### config.mk
export PLATFORM = sky130hd
export DESIGN_NAME = gray_decoder
export DESIGN_NICKNAME = d
export VERILOG_FILES = /design/src/rtl/gray_pkg.sv /design/src/rtl/gray_to_bin.sv /design/src/rtl/gray_decoder.sv
export SDC_FILE = /design/constraint.sdc
export NUM_CORES = 1
export LEC_CHECK = 0
export CAP_MARGIN = 10
export CORE_ASPECT_RATIO = 0.9
export CORE_MARGIN = 2
export CORE_UTILIZATION = 46
export DETAILED_ROUTE_END_ITERATION = 7
export GPL_ROUTABILITY_DRIVEN = 0
export GPL_TIMING_DRIVEN = 0
export PLACE_DENSITY = 0.78
export SLEW_MARGIN = 5
export SYNTH_ARGS = -nofsm -noshare
export SYNTH_HDL_FRONTEND = slang
export SYNTH_SLANG_ARGS = --single-unit
### constraint.sdc
create_clock -name Clk -period 3.2 [get_ports Clk]
set_clock_uncertainty 0.05 [all_clocks]
set_input_delay 0.48 -clock Clk [delete_from_list [all_inputs] [get_ports Clk]]
set_output_delay 0.48 -clock Clk [all_outputs]
set_load 0.01 [all_outputs]
### src/rtl/gray_pkg.sv
// Shared definitions for the Gray-code receive path: state encodings,
// default bus width and error-counter width.
package gray_pkg;

    typedef enum logic [1:0] {
        ST_IDLE  = 2'd0,
        ST_TRACK = 2'd1,
        ST_FAULT = 2'd2
    } state_e;

    localparam int GRAY_WIDTH = 3;
    localparam int ERRCNT_W   = 8;

endpackage

### src/rtl/gray_to_bin.sv
// Combinational Gray-to-binary converter: each binary bit is the XOR of all
// Gray bits at and above its position.
module gray_to_bin #(
    parameter int WIDTH = 3
) (
    input  logic [WIDTH-1:0] gray_i,
    output logic [WIDTH-1:0] bin_o
);

    // A reduction per bit avoids a self-referencing vector chain.
    genvar gi;
    generate
        for (gi = 0; gi < WIDTH; gi++) begin : g_bit
            assign bin_o[gi] = ^gray_i[WIDTH-1:gi];
        end
    endgenerate

endmodule

### src/rtl/gray_decoder.sv
// Gray-count receiver: decodes sampled words, classifies steps, flags wrap and
// faults, resynchronises after faults. Macro GRAY_ERRCNT_EN enables ErrCount.
module gray_decoder
    import gray_pkg::*;
#(
    parameter int WIDTH  = GRAY_WIDTH,
    parameter int RESYNC = 2
) (
    input  logic                Clk,
    input  logic                Reset,
    input  logic                En,
    input  logic [WIDTH-1:0]    GrayIn,
    output logic [WIDTH-1:0]    Binary,
    output logic                Valid,
    output logic                Step,
    output logic                Dir,
    output logic                Overflow,
    output logic                Underflow,
    output logic                Error,
    output logic [ERRCNT_W-1:0] ErrCount
);

    localparam logic [WIDTH-1:0] ONE      = WIDTH'(1);
    localparam logic [WIDTH-1:0] ALL_ONES = '1;
    localparam logic [3:0]       RESYNC_C = 4'(RESYNC);

    logic [WIDTH-1:0] bin_new;
    logic [WIDTH-1:0] diff;
    logic             is_up;
    logic             is_down;
    logic             is_hold;
    logic             is_legal;

    state_e           state_q;
    logic [WIDTH-1:0] prev_q;
    logic [WIDTH-1:0] binary_q;
    logic             valid_q;
    logic             step_q;
    logic             dir_q;
    logic             ovf_q;
    logic             unf_q;
    logic [3:0]       resync_q;
    logic [3:0]       resync_d;

    gray_to_bin #(.WIDTH(WIDTH)) u_gray_to_bin (
        .gray_i (GrayIn),
        .bin_o  (bin_new)
    );

    // Up wins over down so that WIDTH=1 (where +1 == -1) reads as up.
    assign diff     = bin_new - prev_q;
    assign is_up    = (diff == ONE);
    assign is_down  = !is_up && (diff == ALL_ONES);
    assign is_hold  = (diff == '0);
    assign is_legal = is_up || is_down || is_hold;
    assign resync_d = resync_q + 4'd1;

    always_ff @(posedge Clk) begin
        if (Reset) begin
            state_q  <= ST_IDLE;
            prev_q   <= '0;
            binary_q <= '0;
            valid_q  <= 1'b0;
            step_q   <= 1'b0;
            dir_q    <= 1'b0;
            ovf_q    <= 1'b0;
            unf_q    <= 1'b0;
            resync_q <= '0;
        end else begin
            valid_q <= En;
            step_q  <= 1'b0;
            ovf_q   <= 1'b0;
            unf_q   <= 1'b0;
            if (En) begin
                prev_q   <= bin_new;
                binary_q <= bin_new;
                case (state_q)
                    ST_IDLE: state_q <= ST_TRACK;
                    ST_TRACK: begin
                        if (is_legal) begin
                            step_q <= is_up || is_down;
                            if (is_up || is_down)
                                dir_q <= is_up;
                            ovf_q <= is_up && (prev_q == ALL_ONES);
                            unf_q <= is_down && (prev_q == '0);
                        end else begin
                            state_q  <= ST_FAULT;
                            resync_q <= '0;
                        end
                    end
                    ST_FAULT: begin
                        if (!is_legal) begin
                            resync_q <= '0;
                        end else if (resync_d == RESYNC_C) begin
                            state_q  <= ST_TRACK;
                            resync_q <= '0;
                        end else begin
                            resync_q <= resync_d;
                        end
                    end
                    default: state_q <= ST_IDLE;
                endcase
            end
        end
    end

    assign Binary    = binary_q;
    assign Valid     = valid_q;
    assign Step      = step_q;
    assign Dir       = dir_q;
    assign Overflow  = ovf_q;
    assign Underflow = unf_q;
    assign Error     = (state_q == ST_FAULT);

`ifdef GRAY_ERRCNT_EN
    logic                illegal_evt;
    logic [ERRCNT_W-1:0] errcnt_q;
    logic [ERRCNT_W-1:0] errcnt_d;

    // IDLE only captures a reference, so it never contributes an error.
    assign illegal_evt = En && (state_q != ST_IDLE) && !is_legal;

    always_comb begin
        errcnt_d = errcnt_q;
        if (illegal_evt && (errcnt_q != '1))
            errcnt_d = errcnt_q + ERRCNT_W'(1);
    end

    always_ff @(posedge Clk) begin
        if (Reset)
            errcnt_q <= '0;
        else
            errcnt_q <= errcnt_d;
    end

    assign ErrCount = errcnt_q;
`else
    assign ErrCount = '0;
`endif

endmodule

After elaboration in Yosys (flattened, before gate mapping)
Index checks and enable logic that the tools add are counted.
{"block": "op_classes", "eq_ne": 9, "reduce_logical": 16, "mux": 8, "n_bitwise": 3, "addsub": 2}
{"op": "4-bit 2-to-1 mux", "n": 3}
{"op": "4-bit one-hot mux with 2 select lines", "n": 1}
{"op": "4-bit AND reduction", "n": 2}
{"op": "3-bit equality test, second input constant", "n": 2}
{"op": "3-bit zero test", "n": 2}
{"op": "2-bit 2-to-1 mux", "n": 3}
{"op": "2-bit one-hot mux with 3 select lines", "n": 1}
{"op": "4-bit by 1-bit adder with 4-bit output, second input constant", "n": 1}
{"op": "4-bit by 2-bit equality test with 1-bit output, second input constant", "n": 1}
{"op": "2-bit by 1-bit inequality test with 1-bit output, second input constant", "n": 2}
{"op": "4-bit OR reduction", "n": 1}
{"op": "3-bit by 1-bit equality test with 1-bit output, second input constant", "n": 1}
{"op": "1-bit logical AND", "n": 3}
{"op": "1-bit NOT", "n": 3}
{"op": "3-bit AND reduction", "n": 1}
{"op": "3-bit XOR reduction", "n": 1}
{"op": "3-bit subtractor", "n": 1}
{"op": "2-bit by 1-bit equality test with 1-bit output, second input constant", "n": 1}
{"op": "2-bit equality test, second input constant", "n": 1}
{"op": "2-bit zero test", "n": 1}
{"op": "1-bit logical OR", "n": 2}
{"op": "2-bit inequality test, second input constant", "n": 1}
{"op": "2-bit nonzero test", "n": 1}
{"op": "2-bit XOR reduction", "n": 1}
{"op": "1-bit zero test", "n": 1}
{"block": "word_totals", "in_bits": 6, "register_bits": 14}

Logic depth before layout (Yosys ltp)
{"block": "depth", "ltp_word": 9, "ltp_mapped": 9}

Hierarchy
Synthesis repeated with hierarchy kept, for this count alone.
{"block": "hier_totals", "cells_unflattened": 100, "area_unflattened_um2": 923.4}
{"mod": "gray_decoder", "area_per_inst_um2": 883.3, "cells_each": 97, "seq_area_each_um2": 280.3, "instances": 1}
{"mod": "gray_to_bin", "area_per_inst_um2": 40.0, "cells_each": 3, "seq_area_each_um2": 0.0, "instances": 1}

Worst setup path after synthesis
OpenSTA, ideal clock, no wires.
{"block": "synth_path", "path_type": "input -> register", "startpoint": "in GrayIn[2]", "endpoint": "reg resync_q[2]", "path_buffers": 0, "required_time_ns": 3.019, "slack_ns": 0.571, "t_arrival_ns": 2.448, "cell_stages": 9, "path_cell_list": "xnor2_1 > xor2_1 > ha_1 > fa_1 > xor3_2 > mux2_4 > a32o_1 > nand2_1 > a21oi_1"}
{"block": "synth_via", "elab_chain_cells": 9, "word_cells_on_any_way": 14}
{"item": "start: declaration", "line": "gray_decoder.sv:12", "text": "input logic [WIDTH-1:0] GrayIn,"}
{"item": "3-bit XOR reduction / 2-bit XOR reduction (equally long branches)", "line": "gray_to_bin.sv:14", "text": "assign bin_o[gi] = ^gray_i[WIDTH-1:gi];"}
{"item": "3-bit subtractor (*)", "line": "gray_decoder.sv:51", "text": "assign diff = bin_new - prev_q;"}
{"item": "3-bit by 1-bit equality test with 1-bit output", "line": "gray_decoder.sv:52", "text": "assign is_up = (diff == ONE);"}
{"item": "1-bit zero test", "line": "gray_decoder.sv:53", "text": "assign is_down = !is_up && (diff == ALL_ONES);"}
{"item": "1-bit logical AND", "line": "gray_decoder.sv:53"}
{"item": "1-bit logical OR", "line": "gray_decoder.sv:55", "text": "assign is_legal = is_up || is_down || is_hold;"}
{"item": "1-bit logical OR (*)", "line": "gray_decoder.sv:55"}
{"item": "4-bit 2-to-1 mux / 2-bit inequality test (equally long branches)"}
{"item": "4-bit one-hot mux with 2 select lines / 3-bit AND reduction (equally long branches)"}
{"item": "end signal: assignment", "line": "gray_decoder.sv:98", "text": "resync_q <= resync_d;"}
{"item": "end: declaration", "line": "gray_decoder.sv:42", "text": "logic [3:0] resync_q;"}
Every way passes the cells marked *; elsewhere a longest branch is shown, timed or not.
A chain may end at the register's enable or synchronous reset.

Worst setup path after layout
{"block": "layout_path", "startpoint": "in GrayIn[2]", "endpoint": "reg resync_q[3]"}
Same word-level chain as after synthesis.

==> impl_results.md <==
* Later-pin clock latency in the skew report at between 0.2 and 0.3 ns
* Ports at 23
* Status: finished, final reports clean
* Share of cells above drive strength 1 at 17.6%
* Starting Density at about half
* Largest cells by area after synthesis: dfxtp_1 (33%), buf_4 (7.0%), ha_1 (4.4%), nor2_1 (4.4%), a21oi_1 (2.9%)
* Total CTS buffers at 3
* Max_slew headroom at a little over 50%
* WS Path Type: primary input to register
* Crit path from: GrayIn[2]
* Critical path endpoint: resync_q[3]
* Initial DRC count at 7
* CP Depth at 10
* Clk buf depth at 2
* Syn Area/Cell at around 9.1 sq um
* Critical Path RT at ~3.3 ns
* CTS root buf: clkbuf_4
* Max cap viols at 0
* Grt total ovfl at 0
* Drt pass-1 iters at 4
* DRC viols at 0
* Power, Total at between 500 and 600 uW
* Final Critical Period at ~3 ns
* Yosys reg bits at 14
* Arrival time at the worst endpoint at around 3.1 ns
* Detailed placement HPWL at ~1300 microns
* Vias in the first global route at roughly 700
* Area occupied by multi-input gates at 505 sq um
* Lkg Pwr at 0.000446 uW
* Clock sinks at 14
* R2r worst-path depth at 7
* CP Max Fanout at 6
* Nets at 130
* Final setup margin at around 0.21 ns
* Area Overhead vs Synth at 28.2%
* Synth area leader: dfxtp_1
* Sequential share of the synthesized area at roughly a third
* Final WL at ~1700 microns
* Yosys top cell area share at between 30% and 40%
* Hold Slack at between 0.4 and 0.5 ns
* H-tree level count at 1
* Final Cycle Share at between 90 and 100%
* First-pass GRT wire length at approximately 3000 microns
* Register-to-register path setup slack at roughly 0.97 ns
* Mapped Cells at 94
* GR Util met2 at 30.5%
* CP bufs+invs at 1
* Synth warnings at 0
* FMAX at around 330 MHz
* Fin. Hold Viols at 0
* Slew Limit Fails at 0
* Slowest cell on the critical path: clkdlybuf4s50_1
* Tightest Pin Transition at just over 0.7 ns
* Crit path cell chain: clkdlybuf4s50_1 > xnor2_2 > xor2_1 > ha_1 > fa_1 > xor3_2 > mux2i_2 > a22oi_2 > a32oi_1 > nor2_1
* Largest net degree at the start of global routing at 11
* Die width at approximately 49 microns
* Via count at approximately 730
* Cell Pwr Density at roughly 470 mW/mm^2
* CP max stage delay at 0.50 ns
* Core area at approximately 0.0017 sq mm
* Post-Syn Area at 853 sq um
* Post-Place Worst Slack at -0.185 ns
* PortBufs at 14
* M1 GR Usage at about a fifth
* CP Capture Type: register
* Vias per std cell at 5.12
* WL per Instance at 11.6 microns
* Register Area at 280 sq um
* Hold_buf cts at 0
* Post-DRT Antenna Nets at 0
* Cell family with most CP delay: XOR/XNOR gates
* Maximum VDD drop at approximately 0.00025 V
* RR Startpoint: Binary[0]
* TritonCTS clock tree: built
* Fill count at ~160
* RR Endpoint: resync_q[3]
* Yosys cell types at 38
* GRT busiest layer: met2
* Die Ht at approximately 45 microns
* Die ar. at 0.00222 sq mm
* Setup violators final at 0
* RSZ-0062 raised after global routing: no
* Hold Path Class: register to register
* Reg clk slew, reported paths at ~0.090 ns
* Cell row count at 14
* Initial antenna violation count at 0
* Total GRT Usage at approximately 17%
* Ant diodes at 0
* CP startpoint kind: primary input
* Met3 Use GR at under 10%
cells in the final DEF (no fill, tap or decap), types with 3 or more instances in the layout:
cell type        instances
dfxtp_1                 14
o21ai_1                  3
conb_1                   8
nand3b_1                 3
nand2_1                  4
o21ai_0                  3
ha_1                     3
buf_4                    8
a21oi_1                  5
inv_1                    4
clkdlybuf4s50_1         14
nand3_1                  3
nor2_1                  10
clkbuf_4                 3
sequential cells by signal, indices dropped and copies added, names as in the netlist:
name and cells:
state_q 2, Overflow 1, Binary 3, Dir 1, Valid 1, resync_q 4, Underflow 1, Step 1
layer usage:
layer	up-vias	share of wire (%)
li1	372	-
met1	333	46
met2	25	48
met3	2	4.4
met4	0	1.1
met5	-	0
worst min-delay path by stage:
stage,from,endpoint,slack [ns],cells past startpoint
6_report,Binary[2],Overflow,0.46,2
5_1_grt,resync_q[3],resync_q[3],0.52,2
4_1_cts,Binary[2],Overflow,0.47,2
3_5_place_dp,resync_q[3],resync_q[3],0.46,2
3_3_place_gp,resync_q[3],resync_q[3],0.44,2
2_1_floorplan,resync_q[3],resync_q[3],0.42,2
kinds of logic (layout without fill, tap and decap cells):
logic type	after synthesis	count (layout)	synth area share, %
flip-flops	14	14	32.8
XOR/XNOR	4	4	6.01
AO/OA/AOI/OAI	21	21	16.9
adder cells (fa/ha/maj)	4	4	6.75
multiplexers	4	4	5.72
buffers and inverters	15	33	11.9
AND/OR/NAND/NOR	31	31	19.5
other	1	8	0.439
synth_stat cells:
cell and n:
a211o_1 1, a211oi_1 2, a21oi_1 5, a22oi_2 1, a311oi_1 1, a31o_2 1, a32o_1 1, a32oi_1 1
buf_4 8, buf_6 2, clkbuf_1 1, conb_1 1, dfxtp_1 14, fa_1 1, ha_1 3, inv_1 4
mux2_4 1, mux2i_1 2, mux2i_2 1, nand2_1 4, nand2b_1 2, nand2b_2 1, nand3_1 3, nand3b_1 3
nor2_1 10, nor2b_1 2, nor3_1 1, nor3b_1 2, nor4_1 1, o2111ai_1 1, o211ai_1 1, o21ai_0 3
o21ai_1 3, or3b_1 1, or4_1 1, xnor2_1 1, xor2_1 2, xor3_2 1
worst reg2reg max path, cell delays in order (launching register included):
cell	delay (ns)
dfxtp_1	0.36
ha_1	0.22
fa_1	0.38
xor3_2	0.32
mux2i_2	0.39
a22oi_2	0.13
a32oi_1	0.21
nor2_1	0.05
cell type report:
type                    count  share of cell area (%)
multi-input cells          72                    46.2
flip-flops and latches     14                    25.6
repair buffers             14                    12.8
plain buffers              11                    7.89
clock buffers               4                    3.32
well taps                  24                    2.75
inverters                   4                    1.37
where the power goes:
part           total [uW]  switching, uW  internal (uW)
Clock                 127           58.3           69.1
Sequential            197           10.6            186
Combinational         184           95.7           88.5
stage by stage:
| step | instances | area (sq um) | TNS, ns | util (%) |
|---|---|---|---|---|
| after floorplan | 101 | 880 | 0 | - |
| after global placement | 139 | 1050 | -0.278 | 61.2 |
| after detailed placement | 139 | 1050 | -0.931 | 61.2 |
| after CTS | 143 | 1090 | 0 | 63.3 |
| after global routing | 143 | 1090 | 0 | 63.7 |
| final | 143 | 1090 | 0 | 63.7 |
what timing repair did:
action                     CTS  global route
setup endpoints to repair    0             5
gates resized for setup      0             1
buffers inserted             0             0
Power figures use the tool's default switching activity.
